`src/rtl/uart_tx.sv`:
```
// UART transmit serializer: start bit, 5-8 data bits LSB first, optional parity, 1-2 stop bits.
// Frame configuration is captured on the start event so the register block can change it mid-frame.
module uart_tx #(
  parameter int CLKS_PER_BIT = 434
) (
  input  logic       clk,
  input  logic       rst_n,
  input  logic [7:0] tx_data,
  input  logic [1:0] data_bit_num,
  input  logic       stop_bit_num,
  input  logic       parity_en,
  input  logic       parity_type,
  input  logic       start_tx,
  output logic       tx,
  output logic       tx_busy,
  output logic       tx_done
);

  localparam int CW = (CLKS_PER_BIT > 1) ? $clog2(CLKS_PER_BIT) : 1;

  typedef enum logic [2:0] {IDLE, START, DATA, PARITY, STOP} state_t;

  state_t        state, state_d;
  logic [CW-1:0] baud_cnt, baud_d;
  logic [2:0]    bit_cnt, bit_d;
  logic [7:0]    data_sh;
  logic [1:0]    n_sh;
  logic          s_sh, p_sh, pt_sh;
  logic          start_q;
  logic          tx_d, busy_d, done_d, load;
  logic          baud_tc, start_ev, parity_bit;
  logic [2:0]    last_bit;

  assign baud_tc    = (baud_cnt == CW'(CLKS_PER_BIT - 1));
  assign start_ev   = start_tx & ~start_q;
  // N-1 = 4 + data_bit_num, i.e. the encoding with a leading one.
  assign last_bit   = {1'b1, n_sh};
  assign parity_bit = (^(data_sh & (8'hFF >> (2'd3 - n_sh)))) ^ pt_sh;

  // NOTE: every output of this block gets a default first; without it any
  // path that skips an assignment would infer a latch.
  always_comb begin
    state_d = state;
    baud_d  = baud_tc ? '0 : baud_cnt + CW'(1);
    bit_d   = bit_cnt;
    tx_d    = tx;
    busy_d  = tx_busy;
    done_d  = tx_done;
    load    = 1'b0;
    case (state)
      IDLE: begin
        tx_d   = 1'b1;
        busy_d = 1'b0;
        baud_d = '0;
        bit_d  = '0;
        if (start_ev) begin
          load    = 1'b1;
          state_d = START;
          tx_d    = 1'b0;
          busy_d  = 1'b1;
          done_d  = 1'b0;
        end
      end
      START: if (baud_tc) begin
        state_d = DATA;
        tx_d    = data_sh[0];
      end
      DATA: if (baud_tc) begin
        if (bit_cnt == last_bit) begin
          bit_d = '0;
          if (p_sh) begin
            state_d = PARITY;
            tx_d    = parity_bit;
          end else begin
            state_d = STOP;
            tx_d    = 1'b1;
          end
        end else begin
          bit_d = bit_cnt + 3'd1;
          tx_d  = data_sh[bit_cnt + 3'd1];
        end
      end
      PARITY: if (baud_tc) begin
        state_d = STOP;
        tx_d    = 1'b1;
      end
      STOP: if (baud_tc) begin
        if (bit_cnt == {2'b00, s_sh}) begin
          state_d = IDLE;
          bit_d   = '0;
          busy_d  = 1'b0;
          done_d  = 1'b1;
        end else begin
          bit_d = bit_cnt + 3'd1;
        end
      end
      default: begin
        state_d = IDLE;
        tx_d    = 1'b1;
        busy_d  = 1'b0;
      end
    endcase
  end

  // NOTE: sequential state uses non-blocking assignments so every register
  // samples pre-edge values regardless of statement order.
  always_ff @(posedge clk or negedge rst_n) begin
    if (!rst_n) begin
      state    <= IDLE;
      baud_cnt <= '0;
      bit_cnt  <= '0;
      tx       <= 1'b1;
      tx_busy  <= 1'b0;
      tx_done  <= 1'b0;
      // A start_tx already high when reset lifts must not look like an edge.
      start_q  <= 1'b1;
      // NOTE: shadow registers are always loaded before use; resetting them
      // only keeps simulation free of X and costs nothing meaningful.
      data_sh  <= '0;
      n_sh     <= '0;
      s_sh     <= 1'b0;
      p_sh     <= 1'b0;
      pt_sh    <= 1'b0;
    end else begin
      state    <= state_d;
      baud_cnt <= baud_d;
      bit_cnt  <= bit_d;
      tx       <= tx_d;
      tx_busy  <= busy_d;
      tx_done  <= done_d;
      start_q  <= start_tx;
      if (load) begin
        data_sh <= tx_data;
        n_sh    <= data_bit_num;
        s_sh    <= stop_bit_num;
        p_sh    <= parity_en;
        pt_sh   <= parity_type;
      end
    end
  end

endmodule
```
`config.mk`:
```
export PLATFORM = sky130hd
export DESIGN_NAME = uart_tx
export DESIGN_NICKNAME = d
export VERILOG_FILES = /design/src/rtl/uart_tx.sv
export SDC_FILE = /design/constraint.sdc
export NUM_CORES = 1
export LEC_CHECK = 0
export CAP_MARGIN = 20
export CORE_MARGIN = 1
export CORE_UTILIZATION = 45
export CTS_CLUSTER_SIZE = 8
export DETAILED_ROUTE_END_ITERATION = 16
export PLACE_DENSITY_LB_ADDON = 0.2
export SYNTH_ARGS = -nofsm -noshare
export SYNTH_HDL_FRONTEND = slang
export SYNTH_SLANG_ARGS = --single-unit
```
`constraint.sdc`:
```
create_clock -name clk -period 5 [get_ports clk]
set_input_delay 1 -clock clk [delete_from_list [all_inputs] [get_ports clk]]
set_output_delay 1 -clock clk [all_outputs]
set_load 0.05 [all_outputs]
```
==> impl_metrics.py, run 1 <==
metrics = {
    "outcome": {
        "status": "complete, no violations",
    },
    "power_and_ir_drop": {
        "leakagePower_nw": 0.840,
        "p_total_mw": 1.15,
        "peakVddDrop_v": 0.000255,
        "power_density_nw_per_um2": 560,
    },
    "critical_path": {
        "startpoint_type": "flop",
        "required_ns": 4.00,
        "crit_type": "flop to output pin",
        "r2r_start": "baud_cnt[1]$_DFF_PN0_",
        "slowest_stage": "clkdlybuf4s50_1",
        "path_depth": 1,
        "worstSetupEndpointType": "output pin",
        "crit_chain": "clkdlybuf4s50_1",
        "cp_max_fo": 3,
        "cpPeakStageDelay_ns": 0.80,
        "cp_top_family": "buffers and inverters",
        "cp-endpoint": "tx",
        "crit_start": "tx$_DFFE_PN1P_",
        "rrSetupSlack_ns": 3.22,
        "path_buf_inv": 1,
        "crit_arrival_ns": 1.63,
        "reg2reg_to": "bit_cnt[2]$_DFFE_PN0P_",
        "rr_worst_depth": 7,
    },
    "sta": {
        "relSlewSlack": 0.669,
        "clock-skew-final_ns": 0.00515,
        "slew_viol_final": 0,
        "hold_viol_final": 0,
        "whs_ns": 0.510,
        "tightest_slew_ns": 0.495,
        "min_period_over_period": 0.526,
        "max_freq_mhz": 380,
        "setup_viol_count_final": 0,
        "grt_setup_unrepaired": "no",
        "tns_ns": 0,
        "post-route-min-period_ns": 2.63,
    },
    "die": {
        "fp-row-count": 22,
        "die_x_um": 64.2,
        "die_h_um": 64.2,
        "initial_core_util": 0.472,
        "design.core.area_sq_um": 3690,
        "die_area_sq_um": 4120,
        "io_pins": 19,
    },
    "drt": {
        "drt_iter0_drc": 48,
        "firstDrtPassIters": 4,
        "wl_per_cell_um": 13.4,
        "wl_mm": 3.08,
        "route.detailed.drc": 0,
        "vias_per_cell": 5.46,
        "num_vias": 1255,
        "ant_nets": 0,
    },
    "layout": {
        "syn_to_final_growth_pct": 17.9,
        "diodes": 0,
        "drive_above_1_share": 0.176,
        "final_util": 0.556,
        "post-route-cell-area_sq_um": 2050,
        "final-seq-area_sq_um": 803,
        "multi_input_area_sq_um": 863,
        "fillCellCount": 335,
        "num-nets-final": 200,
    },
    "clock_network": {
        "clk_pin_slew_ns": 0.07,
        "cts_tree": "done",
        "htree_levels": 2,
        "cts_hold_buf": 0,
        "cts.sinks": 32,
        "clockRootBuffer": "clkbuf_8",
        "cts_buffer_depth": 2,
        "cts_resized": 0,
        "cts_setup_buffers": 0,
        "clock_latency_ns": 0.28,
        "cts_made_buffers": 5,
    },
    "synthesis": {
        "synth_top_area_frac": 0.431,
        "synth-simple-area-share": 0.155,
        "syn_area_sq_um": 1740,
        "ys_warn_count": 0,
        "synth-main-ff-cell": "dfrtp_1",
        "synth-adder-area-share": 0.0280,
        "synth_edf_count": 0,
        "syn_nets": 180,
        "ys_seq_elements": 32,
        "synth_largest_area_cell": "dfrtp_1",
        "syn_inst": 161,
        "synth.avg_cell_area_sq_um": 10.8,
        "synth_most_common_cell": "dfrtp_1",
        "async_reset_ff_frac": 1.00,
        "synth_top_family_by_area": "simple AND/OR/NAND/NOR gates",
        "synth_commonest_cells": "dfrtp_1, nor2_1, mux2_2, xnor2_1, nand2_1",
        "synth.distinct_cells": 45,
        "synth.area.top_cells": "dfrtp_1, mux2_2, xnor2_1, nor2_1, dfstp_2",
        "yosysSeqAreaShare": 0.462,
        "synth.area.mux_share": 0.116,
        "synth_compound_area_frac": 0.107,
        "synth_xor_area_frac": 0.0906,
    },
    "global_routing": {
        "grt_pass1_wl_mm": 5.40,
        "grt_overflow_total": 0,
        "track_usage": 0.176,
        "antenna_found_initial": 0,
        "grt_pass1_vias": 1220,
        "grt_max_degree": 33,
    },
    "placement": {
        "place_area_sq_um": 1940,
        "gp_congestion": 0.875,
        "portBuffers": 18,
        "hpwl_mm": 2.32,
    },
    "min_path": {
        "hold_path_class": "flop to flop",
    },
    "job": {
        "drv_cap": 0,
    },
}
[worst min-delay path by stage]
stage | start | end | slack (ns) | cells after the start
after floorplan | baud_cnt[0]$_DFF_PN0_ | baud_cnt[0]$_DFF_PN0_ | 0.47 | 1
after global placement | baud_cnt[0]$_DFF_PN0_ | baud_cnt[0]$_DFF_PN0_ | 0.50 | 1
after detailed placement | baud_cnt[0]$_DFF_PN0_ | baud_cnt[0]$_DFF_PN0_ | 0.51 | 1
after CTS | baud_cnt[0]$_DFF_PN0_ | baud_cnt[0]$_DFF_PN0_ | 0.52 | 1
after global routing | tx_done$_DFFE_PN0P_ | tx_done$_DFFE_PN0P_ | 0.54 | 1
final | baud_cnt[0]$_DFF_PN0_ | baud_cnt[0]$_DFF_PN0_ | 0.51 | 1
[flip-flops by register name, indices dropped and copies added (netlist names)]
name and flops:
tx 1, data_sh 8, state 3, tx_done 1, start_q 1, tx_busy 1, p_sh 1, n_sh 2
bit_cnt 3, pt_sh 1, baud_cnt 9, s_sh 1
[cell type report]
type,count,area share
clock buffer,5,0.0335
clock inverter,3,0.0207
inverter,7,0.0128
multi-input combinational,116,0.421
sequential,32,0.391
tap,48,0.0293
timing repair buffer,19,0.0915
[power breakdown]
group	switching [mW]	internal, mW
clock	0.0940	0.147
combinational	0.222	0.223
sequential	0.115	0.347
total	0.431	0.717
[cells in the final DEF, fill, tap and decap left out, types with 2 or more instances in the layout]
| master | Yosys | final |
|---|---|---|
| dfrtp_1 | 30 | 30 |
| clkdlybuf4s50_1 | 0 | 18 |
| nor2_1 | 15 | 15 |
| xnor2_1 | 13 | 13 |
| mux2_2 | 13 | 13 |
| nand2_1 | 12 | 12 |
| o21ai_0 | 8 | 8 |
| inv_1 | 7 | 7 |
| xor2_1 | 5 | 5 |
| clkbuf_8 | 1 | 5 |
| nand3_1 | 4 | 4 |
| a21oi_1 | 4 | 4 |
| o22ai_1 | 3 | 3 |
| ha_1 | 3 | 3 |
| and4_1 | 2 | 2 |
| nand4_1 | 2 | 2 |
| nor2b_1 | 2 | 2 |
| nor3_1 | 2 | 2 |
| a211oi_1 | 2 | 2 |
| a311o_1 | 2 | 2 |
| o311ai_0 | 2 | 2 |
| o31ai_1 | 2 | 2 |
| mux4_2 | 2 | 2 |
| dfstp_2 | 2 | 2 |
[layer usage]
metal | vias to the layer above | track usage | part of all wire
met4 | 0 | 0.0944 | 0.024
met5 | - | 0 | 0
met1 | 598 | 0.218 | 0.44
met3 | 8 | 0.0625 | 0.060
li1 | 611 | - | -
met2 | 38 | 0.269 | 0.47
[per-stage QoR]
step           setup slack (ns)  std cells
2_1_floorplan              3.06        161
3_3_place_gp               2.43        222
3_5_place_dp               2.37        222
4_1_cts                    2.36        230
5_1_grt                    2.33        230
6_report                   2.37        230
[worst reg2reg max path, cell delays in order, from the launching register on]
cell      delay [ns]
dfrtp_1         0.41
inv_1           0.07
ha_1            0.15
and4_1          0.24
nand2_2         0.09
maj3_2          0.36
a211oi_1        0.24
o22ai_1         0.10
[kinds of logic (layout without fill, tap and decap cells)]
| kind of cell | count (synthesis) | in the layout |
|---|---|---|
| xor+xnor | 18 | 18 |
| mux | 16 | 16 |
| flops | 32 | 32 |
| buf+inv | 13 | 34 |
| simple gates | 50 | 50 |
| compound gates | 28 | 28 |
| fa+ha+maj | 4 | 4 |
(Power assumes the default switching activity.)
==> run 2, diff against run 1 <==
- clock period: 5 -> 2.3 ns (I/O delays scaled with it)
==> impl_metrics.py, run 2 (synthesis gave the netlist of run 1 again) <==
metrics = {
    "critical_path": {
        "cpPeakStageDelay_ns": 0.80,
        "r2r_start": "bit_cnt[0]$_DFFE_PN0P_",
        "rrSetupSlack_ns": 0.48,
        "path_buf_inv": 1,
        "cp_max_fo": 3,
        "required_ns": 1.84,
        "cp_top_family": "buffers and inverters",
        "rr_worst_depth": 6,
        "slowest_stage": "clkdlybuf4s50_1",
        "reg2reg_to": "tx$_DFFE_PN1P_",
        "worstSetupEndpointType": "output pin",
        "startpoint_type": "flop",
        "crit_arrival_ns": 1.62,
        "crit_type": "flop to output pin",
        "crit_chain": "clkdlybuf4s50_1",
    },
    "drt": {
        "ant_nets": 0,
        "drt_iter0_drc": 68,
        "wl_per_cell_um": 13.9,
        "vias_per_cell": 5.45,
        "wl_met2_mm": 1.45,
        "route.detailed.drc": 0,
        "wl_mm": 3.21,
        "firstDrtPassIters": 4,
        "route.met3.wl_um": 168,
        "wl_met1_mm": 1.52,
        "route.top_layer_used": "met4",
        "num_vias": 1253,
    },
    "power_and_ir_drop": {
        "power_frac_comb": 0.404,
        "p_sw_mw": 0.952,
        "p_int_mw": 1.48,
        "peakVddDrop_v": 0.000617,
        "power_density_nw_per_um2": 1190,
        "leakagePower_nw": 0.837,
        "swShare": 0.392,
        "seq_power_share": 0.415,
        "clock_power_share": 0.181,
    },
    "layout": {
        "final_common_cell": "dfrtp_1",
        "largestRegisters": "baud_cnt: 9 flops, data_sh: 8 flops",
        "largest_reg_flops": 9,
        "final_util": 0.551,
        "diodes": 0,
        "top_register": "baud_cnt",
        "final_cell_mix": "dfrtp_1, clkdlybuf4s50_1, nor2_1",
        "final-seq-area_sq_um": 803,
        "multi_input_area_sq_um": 863,
        "drive_above_1_share": 0.176,
        "final_cells": 230,
        "num-nets-final": 200,
        "post-route-cell-area_sq_um": 2030,
        "syn_to_final_growth_pct": 16.8,
        "fillCellCount": 335,
    },
    "sta": {
        "tns_ns": 0,
        "hold_viol_final": 0,
        "post-route-min-period_ns": 2.08,
        "min_period_over_period": 0.906,
        "clock-skew-final_ns": 0.00515,
        "setup_viol_count_final": 0,
        "tightest_slew_ns": 0.491,
        "grt_setup_unrepaired": "no",
        "max_freq_mhz": 480,
        "slew_viol_final": 0,
        "relSlewSlack": 0.672,
    },
    "placement": {
        "numPlacedInstances": 222,
        "place_area_sq_um": 1940,
        "hpwl_mm": 2.36,
        "gp_congestion": 0.878,
        "portBuffers": 18,
    },
    "die": {
        "io_pins": 19,
        "initial_core_util": 0.472,
        "fp-row-count": 22,
        "die_h_um": 64.2,
        "die_x_um": 64.2,
        "design.core.area_sq_um": 3690,
        "die_area_sq_um": 4120,
    },
    "global_routing": {
        "grt_pass1_wl_mm": 5.53,
        "grt_pass1_vias": 1191,
        "track_usage": 0.180,
        "grt_overflow_total": 0,
        "grt_max_degree": 33,
        "antenna_found_initial": 0,
    },
    "job": {
        "drv_cap": 0,
    },
    "clock_network": {
        "clockRootBuffer": "clkbuf_8",
        "cts_tree": "done",
        "cts_setup_buffers": 0,
        "htree_levels": 2,
        "cts_buffer_depth": 2,
        "clock_latency_ns": 0.28,
        "cts.sinks": 32,
        "cts_hold_buf": 0,
        "clk_pin_slew_ns": 0.07,
        "cts_made_buffers": 5,
        "cts_resized": 0,
    },
    "min_path": {
        "min_to": "tx_done$_DFFE_PN0P_",
        "min-delay-start": "tx_done$_DFFE_PN0P_",
        "whs_path_depth": 1,
        "hold_path_class": "flop to flop",
    },
    "outcome": {
        "status": "complete, no violations",
    },
}
[run 2: worst register-to-register path, stage by stage, from the launching register on]
cell	delay (ns)
dfrtp_1	0.49
ha_1	0.40
mux4_2	0.23
mux2i_1	0.07
nand2_1	0.07
o2111ai_1	0.11
o31ai_1	0.34
[run 2: per-stage QoR]
step | hold slack (ns) | worst slack, ns | power [mW]
3_3_place_gp | 0.498 | 0.271 | 1.94
4_1_cts | 0.520 | 0.203 | 2.45
3_5_place_dp | 0.504 | 0.233 | 1.99
2_1_floorplan | 0.164 | 0.734 | 1.76
6_report | 0.514 | 0.216 | 2.43
5_1_grt | 0.537 | 0.164 | 2.61
[run 2: layout make-up]
cell class	instances	share of cell area
multi-input cells	116	0.425
flip-flops and latches	32	0.395
repair buffers	19	0.0923
clock buffers	6	0.0406
well taps	48	0.0295
inverters	7	0.0129
clock inverters	2	0.00492
[run 2: layer usage]
| metal | GRT usage | up-vias |
|---|---|---|
| li1 | - | 611 |
| met5 | 0 | - |
| met1 | 0.241 | 602 |
| met2 | 0.261 | 33 |
| met3 | 0.0607 | 7 |
| met4 | 0.0861 | 0 |
[run 2: power by group through the flow]
stage	sequential, mW	clock (mW)	combinational [mW]
floorplan	0.971	0	0.784
global placement	1.00	0	0.937
detailed placement	1.01	0	0.975
CTS	1.01	0.457	0.982
global route	1.04	0.494	1.07
finish	1.01	0.440	0.980
[run 2: how the worst max path moves through the flow]
stage | startpoint | endpoint | slack, ns | depth (start not counted)
after floorplan | baud_cnt[1]$_DFF_PN0_ | bit_cnt[2]$_DFFE_PN0P_ | 0.73 | 7
after CTS | tx$_DFFE_PN1P_ | tx | 0.20 | 1
after detailed placement | start_tx | data_sh[4]$_DFFE_PN0P_ | 0.23 | 4
after global routing | tx$_DFFE_PN1P_ | tx | 0.16 | 1
after global placement | start_tx | pt_sh$_DFFE_PN0P_ | 0.27 | 4
final | tx$_DFFE_PN1P_ | tx | 0.22 | 1
==> run 3, diff against run 2 <==
- MAX_ROUTING_LAYER: not set -> met4
==> impl_metrics.py, run 3 (synthesis gave the netlist of run 1 again) <==
metrics = {
    "critical_path": {
        "reg2reg_to": "state[1]$_DFFE_PN0P_",
        "crit_chain": "clkdlybuf4s50_1",
        "startpoint_type": "flop",
        "path_buf_inv": 1,
        "cpPeakStageDelay_ns": 0.80,
        "rrSetupSlack_ns": 0.54,
        "crit_type": "flop to output pin",
        "slowest_stage": "clkdlybuf4s50_1",
        "required_ns": 1.84,
        "worstSetupEndpointType": "output pin",
        "cp_top_family": "buffers and inverters",
        "r2r_start": "baud_cnt[0]$_DFF_PN0_",
        "crit_arrival_ns": 1.63,
        "rr_worst_depth": 6,
        "cp_max_fo": 3,
    },
    "outcome": {
        "status": "complete, no violations",
    },
    "global_routing": {
        "grt_overflow_total": 0,
        "grt_max_degree": 33,
        "met2_usage": 0.295,
        "met1_usage": 0.235,
        "antenna_found_initial": 0,
        "met3_usage": 0.0589,
        "grt_pass1_vias": 1255,
        "track_usage": 0.193,
        "grt_pass1_wl_mm": 5.69,
        "top_usage_layer": "met2",
    },
    "sta": {
        "tightest_slew_ns": 0.491,
        "min_period_over_period": 0.907,
        "setup_viol_count_final": 0,
        "setup_ws_ns": 0.213,
        "max_freq_mhz": 479,
        "hold_viol_final": 0,
        "tns_ns": 0,
        "slew_viol_final": 0,
        "relSlewSlack": 0.672,
        "clock-skew-final_ns": 0.00340,
        "post-route-min-period_ns": 2.09,
        "grt_setup_unrepaired": "no",
    },
    "die": {
        "design.core.area_sq_um": 3690,
        "die_x_um": 64.2,
        "io_pins": 19,
        "fp-row-count": 22,
        "die_area_sq_um": 4120,
        "die_h_um": 64.2,
        "initial_core_util": 0.472,
    },
    "layout": {
        "drive_above_1_share": 0.176,
        "top_register": "baud_cnt",
        "final_cell_mix": "dfrtp_1, clkdlybuf4s50_1, nor2_1",
        "diodes": 0,
        "largest_reg_flops": 9,
        "largestRegisters": "baud_cnt: 9 flops, data_sh: 8 flops",
        "final_util": 0.556,
        "num-nets-final": 200,
        "syn_to_final_growth_pct": 17.9,
        "post-route-cell-area_sq_um": 2050,
        "final_common_cell": "dfrtp_1",
    },
    "clock_network": {
        "htree_levels": 2,
        "cts.sinks": 32,
        "cts_tree": "done",
        "clock_latency_ns": 0.28,
        "clk_pin_slew_ns": 0.07,
        "clockRootBuffer": "clkbuf_8",
        "cts_made_buffers": 5,
        "cts_buffer_depth": 2,
        "cts_setup_buffers": 0,
        "cts_resized": 0,
        "cts_hold_buf": 0,
    },
    "drt": {
        "route.detailed.drc": 0,
        "num_vias": 1213,
        "wl_mm": 3.25,
        "ant_nets": 0,
        "vias_per_cell": 5.27,
        "wl_per_cell_um": 14.1,
        "drt_iter0_drc": 96,
        "firstDrtPassIters": 4,
    },
    "min_path": {
        "whs_path_depth": 1,
        "hold_path_class": "flop to flop",
        "min-delay-start": "tx_done$_DFFE_PN0P_",
        "min_to": "tx_done$_DFFE_PN0P_",
    },
    "placement": {
        "pre_cts_ws_ns": 0.227,
        "portBuffers": 18,
        "place_area_sq_um": 1940,
        "hpwl_mm": 2.44,
        "gp_congestion": 0.849,
    },
    "power_and_ir_drop": {
        "p_total_mw": 2.51,
        "power_density_nw_per_um2": 1220,
        "peakVddDrop_v": 0.000624,
        "leakagePower_nw": 0.840,
    },
    "job": {
        "drv_cap": 0,
    },
}
[run 3: cell types whose count changed in the layout (fill, tap and decap cells not counted), sizes merged]
cell | previous run | this run
bufinv | 0 | 1
clkbuf | 6 | 5
clkinvlp | 0 | 1
clkinv | 2 | 1
[run 3: how the worst max path moves through the flow]
stage	start	to	slack (ns)	cells after the start
global route	tx$_DFFE_PN1P_	tx	0.17	1
floorplan	baud_cnt[1]$_DFF_PN0_	bit_cnt[2]$_DFFE_PN0P_	0.73	7
CTS	tx$_DFFE_PN1P_	tx	0.20	1
finish	tx$_DFFE_PN1P_	tx	0.21	1
detailed placement	start_tx	data_sh[6]$_DFFE_PN0P_	0.23	4
global placement	start_tx	pt_sh$_DFFE_PN0P_	0.27	4
[run 3: layout make-up]
class                   instances  area, sq um
repair buffers                 19          188
inverters                       7         26.3
clock buffers                   5         68.8
clock inverters                 3         42.5
flip-flops and latches         32          803
multi-input cells             116          863
well taps                      48         60.1
fillers                       324         1640
[run 3: report_power, final]
group | internal, mW | leakage, nW | switching, mW
logic | 0.484 | 0.380 | 0.489
registers | 0.755 | 0.406 | 0.251
clock network | 0.320 | 0.0541 | 0.207
total | 1.56 | 0.840 | 0.946
[run 3: per-layer routing]
layer  wire [um]  part of all wire  up-vias
met4          62             0.019        0
met3         174             0.054        5
met1        1490              0.46      573
met5           0                 0        -
li1            -                 -      604
met2        1520              0.47       31
[run 3: through the flow]
stage,hold WS (ns),std cells
global route,0.558,230
finish,0.519,230
floorplan,0.164,161
CTS,0.528,230
detailed placement,0.509,222
global placement,0.496,222
